## config.mk

```make
export PLATFORM = sky130hd
export DESIGN_NAME = coin_return_sequencer
export DESIGN_NICKNAME = d
export VERILOG_FILES = /design/src/rtl/coin_return_sequencer_pkg.sv /design/src/rtl/coin_return_sequencer_greedy_select.sv /design/src/rtl/coin_return_sequencer.sv
export SDC_FILE = /design/constraint.sdc
export NUM_CORES = 1
export LEC_CHECK = 0
export BUFFER_PORTS_ARGS = -buffer_cell sky130_fd_sc_hd__buf_2
export CAP_MARGIN = 20
export CORE_ASPECT_RATIO = 1.75
export CORE_MARGIN = 5
export CORE_UTILIZATION = 40
export DETAILED_ROUTE_END_ITERATION = 8
export MAX_ROUTING_LAYER = met4
export SETUP_SLACK_MARGIN = 0.1
export SKIP_LAST_GASP = 1
export SYNTH_ARGS = -nofsm -noshare
export SYNTH_HDL_FRONTEND = slang
export SYNTH_SLANG_ARGS = --single-unit
```

## constraint.sdc

```tcl
create_clock -name clk -period 12.05 [get_ports clk]
set_clock_uncertainty 0.05 [all_clocks]
set_input_delay 1.8075 -clock clk [delete_from_list [all_inputs] [get_ports clk]]
set_output_delay 1.8075 -clock clk [all_outputs]
set_load 0.01 [all_outputs]
```

## src/rtl/coin_return_sequencer_pkg.sv

```systemverilog
// Shared definitions for the change-return path.
//   - Bus widths and default idle timeout.
//   - Coin denominations (index 0 = smallest).
//   - FSM state encodings for the return sequencer.
//   - coin_value(): denomination lookup, zero-extended to the balance width.
package coin_return_sequencer_pkg;

    localparam int unsigned NUM_COINS  = 3;
    localparam int unsigned TOTAL_BITS = 31;
    localparam int unsigned WAIT_TIME  = 100;

    localparam int unsigned COIN_VAL0 = 100;
    localparam int unsigned COIN_VAL1 = 500;
    localparam int unsigned COIN_VAL2 = 1000;

    localparam logic [1:0] ST_IDLE  = 2'd0;
    localparam logic [1:0] ST_ISSUE = 2'd1;
    localparam logic [1:0] ST_DONE  = 2'd2;

    function automatic logic [TOTAL_BITS-1:0] coin_value(input int unsigned idx);
        logic [TOTAL_BITS-1:0] val;
        case (idx)
            0:       val = TOTAL_BITS'(COIN_VAL0);
            1:       val = TOTAL_BITS'(COIN_VAL1);
            2:       val = TOTAL_BITS'(COIN_VAL2);
            default: val = '0;
        endcase
        return val;
    endfunction

endpackage

```

## src/rtl/coin_return_sequencer_greedy_select.sv

```systemverilog
// coin_greedy_select: combinational largest-coin picker.
//   residual : remaining amount to pay
//   coin     : one-hot of the largest denomination not exceeding residual
//   value    : that denomination's value (zero when none fits)
//   found    : a denomination fits
module coin_greedy_select
    import coin_return_sequencer_pkg::*;
(
    input  logic [TOTAL_BITS-1:0] residual,
    output logic [NUM_COINS-1:0]  coin,
    output logic [TOTAL_BITS-1:0] value,
    output logic                  found
);

    // Ascending scan; the last fitting denomination is the largest one.
    always_comb begin
        coin  = '0;
        value = '0;
        found = 1'b0;
        for (int unsigned k = 0; k < NUM_COINS; k++) begin
            if (coin_value(k) <= residual) begin
                coin    = '0;
                coin[k] = 1'b1;
                value   = coin_value(k);
                found   = 1'b1;
            end
        end
    end

endmodule

```

## src/rtl/coin_return_sequencer.sv

```systemverilog
// coin_return_sequencer: change-return controller.
// Owns the inactivity timer, starts a return on user request or timeout, and
// pays the latched balance to the hopper largest coin first, one per cycle.
// Ports:
//   clk, reset        clock, synchronous active-high reset
//   i_input_coin      one-hot coin insertion strobe (reloads the idle timer)
//   i_item_dispensed  item output this cycle (reloads the idle timer)
//   i_trigger_return  user return request
//   i_total           balance from the datapath, sampled when a return starts
//   i_hopper_ready    hopper accepts the offered coin
//   o_return_coin     one-hot coin on offer, zero when not valid
//   o_coin_valid      coin offered to the hopper
//   o_deduct_en       pulse per accepted coin
//   o_deduct          value of the accepted coin, zero otherwise
//   o_busy            return in progress
//   o_done            pulse in the final cycle of a return
//   o_residual        unpayable remainder of the last return
//   o_wait_time       remaining idle cycles before an automatic return
module coin_return_sequencer
    import coin_return_sequencer_pkg::*;
#(
    parameter int unsigned WAIT_TIME = coin_return_sequencer_pkg::WAIT_TIME
) (
    input  logic                  clk,
    input  logic                  reset,
    input  logic [NUM_COINS-1:0]  i_input_coin,
    input  logic                  i_item_dispensed,
    input  logic                  i_trigger_return,
    input  logic [TOTAL_BITS-1:0] i_total,
    input  logic                  i_hopper_ready,
    output logic [NUM_COINS-1:0]  o_return_coin,
    output logic                  o_coin_valid,
    output logic                  o_deduct_en,
    output logic [TOTAL_BITS-1:0] o_deduct,
    output logic                  o_busy,
    output logic                  o_done,
    output logic [TOTAL_BITS-1:0] o_residual,
    output logic [31:0]           o_wait_time
);

    localparam logic [31:0] WAIT_RELOAD = 32'(WAIT_TIME);

    logic [1:0]            state_q, state_d;
    logic [TOTAL_BITS-1:0] residual_q, residual_d;
    logic [TOTAL_BITS-1:0] resid_out_q, resid_out_d;
    logic [31:0]           wait_q, wait_d;

    logic [NUM_COINS-1:0]  sel_coin;
    logic [TOTAL_BITS-1:0] sel_value;
    logic                  sel_found;
    logic [TOTAL_BITS-1:0] residual_next;
    logic                  accept;

    coin_greedy_select u_select (
        .residual (residual_q),
        .coin     (sel_coin),
        .value    (sel_value),
        .found    (sel_found)
    );

    // Cannot underflow: the selected value never exceeds the residual.
    assign residual_next = residual_q - sel_value;

    assign o_coin_valid  = (state_q == ST_ISSUE) && sel_found;
    assign accept        = o_coin_valid && i_hopper_ready;
    assign o_return_coin = o_coin_valid ? sel_coin : '0;
    assign o_deduct_en   = accept;
    assign o_deduct      = accept ? sel_value : '0;
    assign o_busy        = (state_q != ST_IDLE);
    assign o_done        = (state_q == ST_DONE);
    assign o_residual    = resid_out_q;
    assign o_wait_time   = wait_q;

    always_comb begin
        state_d     = state_q;
        residual_d  = residual_q;
        resid_out_d = resid_out_q;
        wait_d      = wait_q;
        case (state_q)
            ST_IDLE: begin
                // Activity wins over a same-cycle trigger.
                if ((|i_input_coin) || i_item_dispensed) begin
                    wait_d = WAIT_RELOAD;
                end else if (i_trigger_return || (wait_q == 32'd0)) begin
                    if (i_total != '0) begin
                        residual_d  = i_total;
                        resid_out_d = '0;
                        state_d     = ST_ISSUE;
                    end else begin
                        wait_d = 32'd0;
                    end
                end else begin
                    wait_d = wait_q - 32'd1;
                end
            end
            ST_ISSUE: begin
                if (!sel_found) begin
                    state_d     = ST_DONE;
                    resid_out_d = residual_q;
                end else if (accept) begin
                    residual_d = residual_next;
                    // Finish straight after the last payable coin so DONE
                    // follows it without an empty ISSUE cycle.
                    if (residual_next < coin_value(0)) begin
                        state_d     = ST_DONE;
                        resid_out_d = residual_next;
                    end
                end
            end
            ST_DONE: begin
                state_d = ST_IDLE;
                wait_d  = WAIT_RELOAD;
            end
            default: begin
                state_d = ST_IDLE;
            end
        endcase
    end

    always_ff @(posedge clk) begin
        if (reset) begin
            state_q     <= ST_IDLE;
            residual_q  <= '0;
            resid_out_q <= '0;
            wait_q      <= WAIT_RELOAD;
        end else begin
            state_q     <= state_d;
            residual_q  <= residual_d;
            resid_out_q <= resid_out_d;
            wait_q      <= wait_d;
        end
    end

endmodule

```

# == Yosys cells after proc, flatten, opt, wreduce, memory -nomap -nowiden ==
# Index checks and enable logic that the tools add are counted.
# word_totals
reg_bits,96
input_bits,39
out_inout_bits,101
# classes
add_sub_neg,2
order_cmp,4
n_eq_ne,10
muxes,35
n_reduce_logical,15
# ops
op,n
$mux W31,12
$pmux W31 S2,2
$mux W32,3
$pmux W32 S2,1
$logic_not A32 Y1,1
$sub A32 B1 Y32 const B,1
$le A10 B31 Y1 const A,1
$le A7 B31 Y1 const A,1
$le A9 B31 Y1 const A,1
$lt A31 B7 Y1 const B,1
$reduce_bool A31 Y1,1
$sub A31 B31 Y31,1
$mux W2,7
$reduce_and A6 Y1,2
$mux W10,1
$ne A2 B2 Y1 const B,5
$mux W9,1
$mux W7,1
$mux W3,2
$reduce_bool A2 Y1,3
$reduce_and A5 Y1,1
$mux W1,4
$ne A4 B4 Y1 const B,1
$pmux W2 S2,1
9 further kinds,11

# == Longest topological paths before layout ==
# depth
ltp_word,10
depth_mapped,21
depth_no_buf,17

# == By module ==
# From an unflattened synthesis, not the netlist that was laid out.
# hier_totals
hier_cells,940
area_unflattened_um2,7121.8
# by_module_without_submodules
mod,instances,cells_per_inst,area_each_um2,seq_area_each_um2
coin_return_sequencer,1,887,6720.2,1921.8
coin_greedy_select,1,53,401.6,0.0

# == Worst setup path after synthesis ==
# OpenSTA, ideal clock, no wires.
# synth_path
kind,register -> register
from,register residual_q[16]
to,"register resid_out_q[5], in the netlist o_residual[5]"
setup_time_ns,0.121
arrival_ns,5.037
required_time_ns,11.879
slack_ns,6.841
path_stages_with_launch,21
n_path_buf,3
synth_period_minus_slack_ns,5.209
path_cell_list,dfxtp_1 buf_2 nor3_4 nand4_2 nor4_4 or2_2 clkbuf_1 clkbuf_1 and2_1 ha_1 inv_1 fa_1 a21o_1 a41o_1 a2111oi_0 o211ai_1 or4_1 a211oi_1 and4_4 a21oi_2 mux2_4
# synth_via
elab_chain_cells,9
word_cells_on_any_way,20
classes_between,add/sub (1); order compare (4); eq/ne (2); mux (10); reduce/logical (3)
# synth_rtl
item,line_no,rtl
start: declaration,coin_return_sequencer.sv:44,"logic [TOTAL_BITS-1:0] residual_q, residual_d;"
start signal: assignment,coin_return_sequencer.sv:128,residual_q <= residual_d;
branches (longest 9 deep; another with $le A7 B31 Y1),--,
end signal: assignment,coin_return_sequencer.sv:129,resid_out_q <= resid_out_d;
end: declaration,coin_return_sequencer.sv:45,"logic [TOTAL_BITS-1:0] resid_out_q, resid_out_d;"
# Several ways; the timed one is not identified. The select of a mux whose other input is x is not followed.
# A chain may end at the register's enable or synchronous reset.

# == Worst setup path in the final report ==
# layout_path
from,register residual_q[18]
to,"register resid_out_q[12], in the netlist o_residual[12]"
# Same word-level chain as after synthesis.

==> flow_summary.ini <==
[placement]
dp_cells = 989
dp_slack_ps = 6170
place_hpwl_mm = 14.8
io_buffers = 116
gp_congestion = 1.00
placed_area_sq_mm = 0.00642

[routing]
drt-total-wl_mm = 19.2
drc = 0
first_pass_iters = 5
via_count = 5725
met1_length_mm = 7.14
drtIter0Drc = 313
ant_nets = 0
avgViaCountPerCell = 5.70
wl_per_cell_um = 19.1
top_layer_used = met4
met2_wirelength_mm = 9.81
wl_met3_mm = 1.05

[floorplanning]
start_util = 0.403
rows = 59
die_h_um = 171
pin_count = 140
die_w_um = 102
dieArea_sq_mm = 0.0175
core_sq_mm = 0.0148

[final_layout]
area_delta_synth_final_pct = 12.8
insertedDiodeCount = 0
multi_input_area_sq_mm = 0.00361
fin_nets = 865
drive_gt1_frac = 0.202
post-route-util = 0.454
mostFrequentLayoutCell = buf_2
regArea_sq_mm = 0.00192
nFillCells = 1558
layout_common_cells = 116 x buf_2, 96 x dfxtp_1, 94 x nor2_1
design_area_sq_mm = 0.00670
fin_cells = 1005

[sta]
tns_ps = 0
whs_ps = 402
rsz0062_at_grt = no
tightest_slew_ps = 932
timing.final.ws_setup_ps = 6050
drv_slew = 0
max-slew-margin-rel = 0.379
finalCritPeriodShare = 0.498
period_minus_slack_ps = 6000
hold_violations = 0
finalSetupViolCount = 0
fmax_ghz = 0.167

[setup_path]
cp_max_fo = 26
rrSetupSlack_ps = 6050
crit_required_ps = 12290
critPathLaunchType = flop
worstReg2RegStart = residual_q[18]$_SDFFE_PP0P_
worstPathArrival_ps = 6230
crit_start = residual_q[18]$_SDFFE_PP0P_
cp-end-kind = flop
path_class = reg -> reg

[power]
p_leak_nw = 2.88
power_density_mw_per_mm2 = 126
power_mw = 0.842
vdd_drop_max_uv = 68.2

[synthesis]
synth_ff_type = dfxtp_1
synth_edf_count = 0
avgSynthCellArea_sq_um = 8.09
yosys-top-cells-area = dfxtp_1 32%, nor2_1 5.9%, buf_4 3.7%
synth_cell_types = 73
netlist_instances = 735
synth_area_leader_cell = dfxtp_1
seq_area_frac_synth = 0.323
netlist.area_leader.share = 0.323
async_flop_share = 0
synth_seq_cells = 96
syn_area_sq_mm = 0.00594
yosys_warnings = 0

[clock_network]
cts.clk_slew.worst_paths_ps = 70
post_cts_buffers = 0
cts_tree = yes
htree_levels = 3
ctsHoldBuffers = 0
cts_inserted_buffers = 9
cts_buffer_depth = 2
clkLatencyLatePin_ps = 340
clockRootBuffer = clkbuf_16
numClockSinks = 96
cts_resized = 0

[grt]
grt_max_degree = 55
grt_use_total = 0.224
grt_pass1_wl_mm = 29.7
grt_pass1_vias = 5517
grt-ovfl-total = 0
antenna_found_initial = 0

[run_status]
status = finished clean

[hold_path]
hold_path_class = reg -> reg
hold_start = o_residual[20]$_SDFFE_PP0P_

[job]
drv_cap = 0
final cells by class:
| type | count | share of cell area |
|---|---|---|
| timing repair buffer | 119 | 0.0900 |
| multi-input combinational | 576 | 0.538 |
| inverter | 15 | 0.00840 |
| sequential | 96 | 0.287 |
| clock buffer | 9 | 0.0336 |
| tap | 183 | 0.0342 |
| clock inverter | 7 | 0.00915 |
final timing paths:
check	endpoint	cells after the start
max	o_residual[12]$_SDFFE_PP0P_	14
max reg2reg	o_residual[12]$_SDFFE_PP0P_	14
min reg2reg	o_residual[20]$_SDFFE_PP0P_	1
min	o_residual[20]$_SDFFE_PP0P_	1
layer usage:
layer  track usage  vias to the layer above
met1         0.244                     2659
met3        0.0248                       59
li1              -                     2788
met4         0.139                        0
met5             -                        -
met2         0.384                      219
sequential cells by signal (all words and copies together) (netlist names):
register	count
residual_q	31
o_wait_time	32
o_residual	31
state_q	2
Yosys cell counts (all sizes together), types with 3 or more instances:
cell type / instances
dfxtp: 96
nor2: 95
nand2: 51
buf: 44
nor3: 37
o21ai: 36
a21oi: 33
and2: 29
clkbuf: 26
nor4: 23
xnor2: 21
nand3: 19
a211oi: 17
inv: 15
or3: 14
a21o: 12
a22oi: 11
o31ai: 11
xor2: 11
or4: 10
nand2b: 9
nand4: 9
ha: 8
mux2i: 8
o211ai: 8
nor2b: 7
a2bb2oi: 6
o41ai: 6
o22ai: 5
or2: 5
a31oi: 4
and4: 4
a21boi: 3
a22o: 3
a311oi: 3
and3: 3
nand4b: 3
o31a: 3
critical path, stage by stage, from the launching register on:
cell,delay [ps]
dfxtp_1,420
nor4_4,510
nand3_1,300
nor3_1,810
nand2_1,230
ha_1,410
nor2_1,50
a21oi_1,540
nor3_1,130
o31a_1,350
o311ai_0,750
nor3b_1,150
and4_4,270
a211oi_4,700
and2_1,230
cell families (layout without fill, tap and decap cells):
kind of cell / after synthesis / in the layout / synth area share
compound gates: 179 / 179 / 0.216
xor+xnor: 32 / 32 / 0.0472
buf+inv: 85 / 150 / 0.0846
mux: 10 / 10 / 0.0179
fa+ha+maj: 9 / 9 / 0.0202
simple gates: 323 / 323 / 0.290
flops: 96 / 96 / 0.323
other cells: 1 / 23 / 0.000631
power breakdown:
group	total, mW	switching [mW]	leakage (nW)	internal [mW]
combinational	0.234	0.152	1.97	0.0820
clock	0.282	0.137	0.140	0.145
sequential	0.326	0.00610	0.774	0.320
Note: power is estimated with default switching activity, not from simulation.
